==> config.mk <==
export PLATFORM = sky130hd
export DESIGN_NAME = ahb2_master_arbiter
export DESIGN_NICKNAME = d
export VERILOG_FILES = /design/src/rtl/ahb2_master_arbiter.sv
export SDC_FILE = /design/constraint.sdc
export NUM_CORES = 1
export LEC_CHECK = 0
export CAP_MARGIN = 25
export CELL_PAD_IN_SITES_DETAIL_PLACEMENT = 1
export CELL_PAD_IN_SITES_GLOBAL_PLACEMENT = 1
export CORE_UTILIZATION = 28
export DETAILED_ROUTE_END_ITERATION = 6
export GPL_ROUTABILITY_DRIVEN = 0
export PLACE_DENSITY = 0.87
export SLEW_MARGIN = 10
export SYNTH_ARGS = -nofsm -noshare
export SYNTH_HDL_FRONTEND = slang
export SYNTH_SLANG_ARGS = --single-unit
==> constraint.sdc <==
create_clock -name HCLK -period 4.6 [get_ports HCLK]
set_clock_uncertainty 0.2 [all_clocks]
set_input_delay 1.38 -clock HCLK [delete_from_list [all_inputs] [get_ports HCLK]]
set_output_delay 1.38 -clock HCLK [all_outputs]
set_load 0.01 [all_outputs]
==> src/rtl/ahb2_master_arbiter.sv <==
// Two-master AHB-Lite arbiter: captures each master's address phase, replays it non-pipelined on one shared bus.
// Latency 3 cycles capture-to-data (plus bus wait states); masters stall on their own HREADY while a transfer is pending.
module ahb2_master_arbiter (
  input  logic        ARB_MODE,
  input  logic        HCLK,
  input  logic        HRESETn,
  input  logic [31:0] M0_HADDR,
  input  logic [1:0]  M0_HTRANS,
  input  logic [2:0]  M0_HSIZE,
  input  logic        M0_HWRITE,
  input  logic [31:0] M0_HWDATA,
  output logic        M0_HREADY,
  output logic [31:0] M0_HRDATA,
  input  logic [31:0] M1_HADDR,
  input  logic [1:0]  M1_HTRANS,
  input  logic [2:0]  M1_HSIZE,
  input  logic        M1_HWRITE,
  input  logic [31:0] M1_HWDATA,
  output logic        M1_HREADY,
  output logic [31:0] M1_HRDATA,
  output logic [31:0] HADDR,
  output logic [1:0]  HTRANS,
  output logic [2:0]  HSIZE,
  output logic        HWRITE,
  output logic [31:0] HWDATA,
  input  logic [31:0] HRDATA,
  input  logic        HREADY,
  output logic        BUS_OWNER
);

  typedef enum logic [1:0] {
    ST_IDLE = 2'd0,
    ST_ADDR = 2'd1,
    ST_DATA = 2'd2
  } state_t;

  typedef struct packed {
    logic [31:0] addr;
    logic [2:0]  size;
    logic        write;
  } hdr_t;

  state_t     state_q, state_d;
  hdr_t       pend_q [2];
  hdr_t       m_hdr  [2];
  hdr_t       sel_hdr;
  logic [1:0] pend_vld_q;
  logic [1:0] capture;
  logic [1:0] m_hready;
  logic       owner_q, owner_d;
  logic       last_grant_q, last_grant_d;
  logic       winner;
  logic       xfer_done;
  logic       unused_htrans;

  // Only HTRANS[1] distinguishes NONSEQ/SEQ from IDLE/BUSY.
  assign unused_htrans = M0_HTRANS[0] ^ M1_HTRANS[0];

  assign m_hdr[0] = {M0_HADDR, M0_HSIZE, M0_HWRITE};
  assign m_hdr[1] = {M1_HADDR, M1_HSIZE, M1_HWRITE};

  assign xfer_done   = (state_q == ST_DATA) && HREADY;
  assign m_hready[0] = ~pend_vld_q[0] | (xfer_done & ~owner_q);
  assign m_hready[1] = ~pend_vld_q[1] | (xfer_done &  owner_q);
  assign capture     = m_hready & {M1_HTRANS[1], M0_HTRANS[1]};

  // A capture in the completing cycle wins over the clear of the same master.
  always_ff @(posedge HCLK or negedge HRESETn) begin
    if (!HRESETn) begin
      pend_vld_q <= 2'b00;
      pend_q[0]  <= '0;
      pend_q[1]  <= '0;
    end else begin
      for (int i = 0; i < 2; i++) begin
        if (capture[i]) begin
          pend_vld_q[i] <= 1'b1;
          pend_q[i]     <= m_hdr[i];
        end else if (xfer_done && (owner_q == i[0])) begin
          pend_vld_q[i] <= 1'b0;
        end
      end
    end
  end

  always_comb begin
    winner = 1'b0;
    if (pend_vld_q == 2'b11) begin
      winner = ARB_MODE ? ~last_grant_q : 1'b0;
    end else begin
      winner = pend_vld_q[1] & ~pend_vld_q[0];
    end
  end

  always_ff @(posedge HCLK or negedge HRESETn) begin
    if (!HRESETn) begin
      state_q      <= ST_IDLE;
      owner_q      <= 1'b0;
      last_grant_q <= 1'b1;
    end else begin
      state_q      <= state_d;
      owner_q      <= owner_d;
      last_grant_q <= last_grant_d;
    end
  end

  always_comb begin
    state_d      = state_q;
    owner_d      = owner_q;
    last_grant_d = last_grant_q;
    case (state_q)
      ST_IDLE: begin
        if (|pend_vld_q) begin
          owner_d = winner;
          state_d = ST_ADDR;
        end
      end
      ST_ADDR: state_d = ST_DATA;
      ST_DATA: begin
        if (HREADY) begin
          last_grant_d = owner_q;
          state_d      = ST_IDLE;
        end
      end
      default: state_d = ST_IDLE;
    endcase
  end

  assign sel_hdr = pend_q[owner_q];

  always_comb begin
    HADDR  = 32'h0;
    HTRANS = 2'b00;
    HSIZE  = 3'b000;
    HWRITE = 1'b0;
    HWDATA = 32'h0;
    if (state_q == ST_ADDR) begin
      HADDR  = sel_hdr.addr;
      HTRANS = 2'b10;
      HSIZE  = sel_hdr.size;
      HWRITE = sel_hdr.write;
    end
    if (state_q == ST_DATA) begin
      HWDATA = owner_q ? M1_HWDATA : M0_HWDATA;
    end
  end

  assign M0_HREADY = m_hready[0];
  assign M1_HREADY = m_hready[1];
  assign M0_HRDATA = HRDATA;
  assign M1_HRDATA = HRDATA;
  assign BUS_OWNER = owner_q;

endmodule

==> impl_metrics.ini, run 1 <==
[logic_synthesis]
ys_ff_latch = 78
ys_types = 24
synth_top_area_frac = 0.4190
synthTopCellsByArea = dfrtp_1 42%, mux2i_1 15%, buf_4 11%, mux2_4 9.8%, mux2_2 9.1%
ys.warnings.count = 0
syn_area_um2 = 4598
seq_area_frac_synth = 0.4248
syn_inst = 396
syn_nets = 572
synth_area_per_cell_um2 = 11.61
synth_top_cell_by_area = dfrtp_1

[final_layout]
nets = 715
nFillCells = 1741
seq_area_um2 = 1957
mostFrequentLayoutCells = 212 x clkdlybuf4s50_1, 76 x dfrtp_1, 69 x nor2_1
antenna_cells = 0
syn2layout_area_growth_pct = 48.35
layout-drive-gt1-share = 0.1765
final_core_util = 0.4279
instances_no_fill = 760
mostFrequentLayoutCell = clkdlybuf4s50_1
multi_input_area_um2 = 2018

[floorplanning]
die_h_um = 130.2
num_rows = 46
initial_utilization = 0.2884
core_area_um2 = 15940
fp.dieArea_um2 = 16940
fp.dieW_um = 130.2
ios = 313

[power]
p_sw_frac = 0.3274
combPwrFrac = 0.478
p_per_area_nw_per_um2 = 586.6
clkPwrFrac = 0.189
switching_power_w = 0.001310
ir_drop_mv = 0.2398
p_int_w = 0.002692
power.leakage_nw = 2.982
p_seq_frac = 0.333
p_total_w = 0.004002

[setup_path]
crit_chain = clkdlybuf4s50_1 -> nand4b_1 -> nand2_1 -> clkdlybuf4s50_1
path_max_fanout = 4
start_kind = primary input
critical_path_class = primary input to output pin
worstSetupEndpointType = output pin
cpMaxStageDelayCell = clkdlybuf4s50_1
arrival_ps = 2930
cpPeakStageDelay_ps = 570
cp_data_required_time_ps = 3020
crit_path_frequent_cell = clkdlybuf4s50_1

[global_routing]
met1_usage = 0.1801
grt_max_degree = 79
grt_remaining_overflow = 0
grt_pass1_wl_mm = 21.84
grt-busiest-layer = met2
grt_use_met3 = 0.04920
gr-usage-met2 = 0.3260
track_usage = 0.1707
antenna_found_initial = 0
first_global_vias = 3924

[detailed_routing]
via_per_inst = 4.499
drtIter0Drc = 58
ant_nets = 0
vias = 3419
finalWirelength_mm = 14.36
dr.pass1.iters = 3
drcViolationCount = 0
wl_per_cell_um = 18.89

[sta]
tightest_slew_ps = 894.8
max_freq_mhz = 221.9
max_slew_margin = 0.4035
tns_ps = 0
setup_viol_count_final = 0
min_period_ps = 4507
period_share = 0.9797
final_max_slew_viol_count = 0
fin_ws_ps = 93.22
hold_viol_final = 0
rsz0062_at_grt = no

[job]
cap_violations = 0

[placement]
port_buffers = 213
dpl_worst_slack_ps = 71.23
dp_cells = 742
dpl.hpwl_mm = 11.08

[clocking]
cts_hold_buffers = 0
clock_tree.root_cell = clkbuf_16
htreeDepth = 3
cts_num_sinks = 78
cts_tree = built
clkSlewWorstSetupHoldPaths_ps = 60
cts-buffers-inserted = 9
clk_latency_ps = 320
clockBufferDepth = 2

[hold_path]
min_path_type = flop to flop

[run_status]
outcome = complete, no violations
## kinds of logic (layout without fill, tap and decap cells)
| group | Yosys count | count (layout) | synth area share |
|---|---|---|---|
| compound gates | 7 | 7 | 0.01143 |
| buf+inv | 90 | 238 | 0.1393 |
| flops | 78 | 78 | 0.4248 |
| mux | 140 | 140 | 0.3488 |
| other cells | 1 | 1 | 0.0008155 |
| simple gates | 80 | 80 | 0.07483 |
## layer usage
layer / share of wire / routed length (um) / vias to the layer above
met1: 0.36 / 5109 / 1669
li1: - / - / 1552
met4: 0.014 / 207 / 0
met5: 0 / 0 / -
met2: 0.55 / 7867 / 183
met3: 0.082 / 1173 / 15
## synth_stat cells, drive strengths merged
cell type / count
buf: 80
dfrtp: 77
mux2: 72
nor2: 69
mux2i: 68
clkbuf: 8
nand2b: 4
nand2: 3
o21ai: 3
inv: 2
nand3b: 2
a21boi: 1
a21oi: 1
a31oi: 1
conb: 1
dfstp: 1
nand4b: 1
nor4bb: 1
o21a: 1
## worst max-delay path: cells and delay by family
kind / cells / cell delay [ps]
buf+inv: 2 / 1110
simple gates: 2 / 430
## power by group through the flow
stage / registers, W / clock network, W / logic [W]
floorplan: 0.00117 / 0 / 0.00129
detailed placement: 0.00135 / 0 / 0.00194
global placement: 0.00131 / 0 / 0.00185
finish: 0.00133 / 0.000755 / 0.00191
global route: 0.00139 / 0.000804 / 0.00208
CTS: 0.00134 / 0.000780 / 0.00195
## stage by stage
step           area [um^2]  hold slack [ps]
6_report              6822            264.4
5_1_grt               6822            293.5
4_1_cts               6787            269.7
3_5_place_dp          6465            258.0
3_3_place_gp          6437            251.9
2_1_floorplan         4598            235.5
## path summary, 6_finish.rpt
path	start	to	slack (ps)	cells after the start
max in group asynchronous	HRESETn	last_grant_q	2760	2
worst max register to register	BUS_OWNER	pend_q[21]	1810	4
worst max-delay path	HREADY	M1_HREADY	90	4
worst min register to register	last_grant_q	last_grant_q	260	2
worst min-delay path	last_grant_q	last_grant_q	260	2
min in group asynchronous	HRESETn	pend_q[63]	790	1
## what timing repair did
| item | in CTS | in global routing |
|---|---|---|
| resized for setup | 0 | 1 |
| setup buffers | 0 | 1 |
| setup endpoints to repair | 0 | 2 |
## registers in the layout, indices dropped and copies added (netlist names)
name,cells
pend_q,72
pend_vld_q,2
state_q,2
BUS_OWNER,1
last_grant_q,1
## area by class of cell
class	instances	share of cell area
inverters	2	0.001101
clock buffers	14	0.04164
multi-input cells	228	0.2959
repair buffers	220	0.3294
clock inverters	2	0.005503
flip-flops and latches	78	0.2869
well taps	216	0.03962
Note: power is estimated with default switching activity, not from simulation.
==> run 2, diff against run 1 <==
- SKIP_CTS_REPAIR_TIMING: not set -> 1
==> results of run 2 <==
Same layout as run 1: the final DEF is identical, and so are final timing and power.
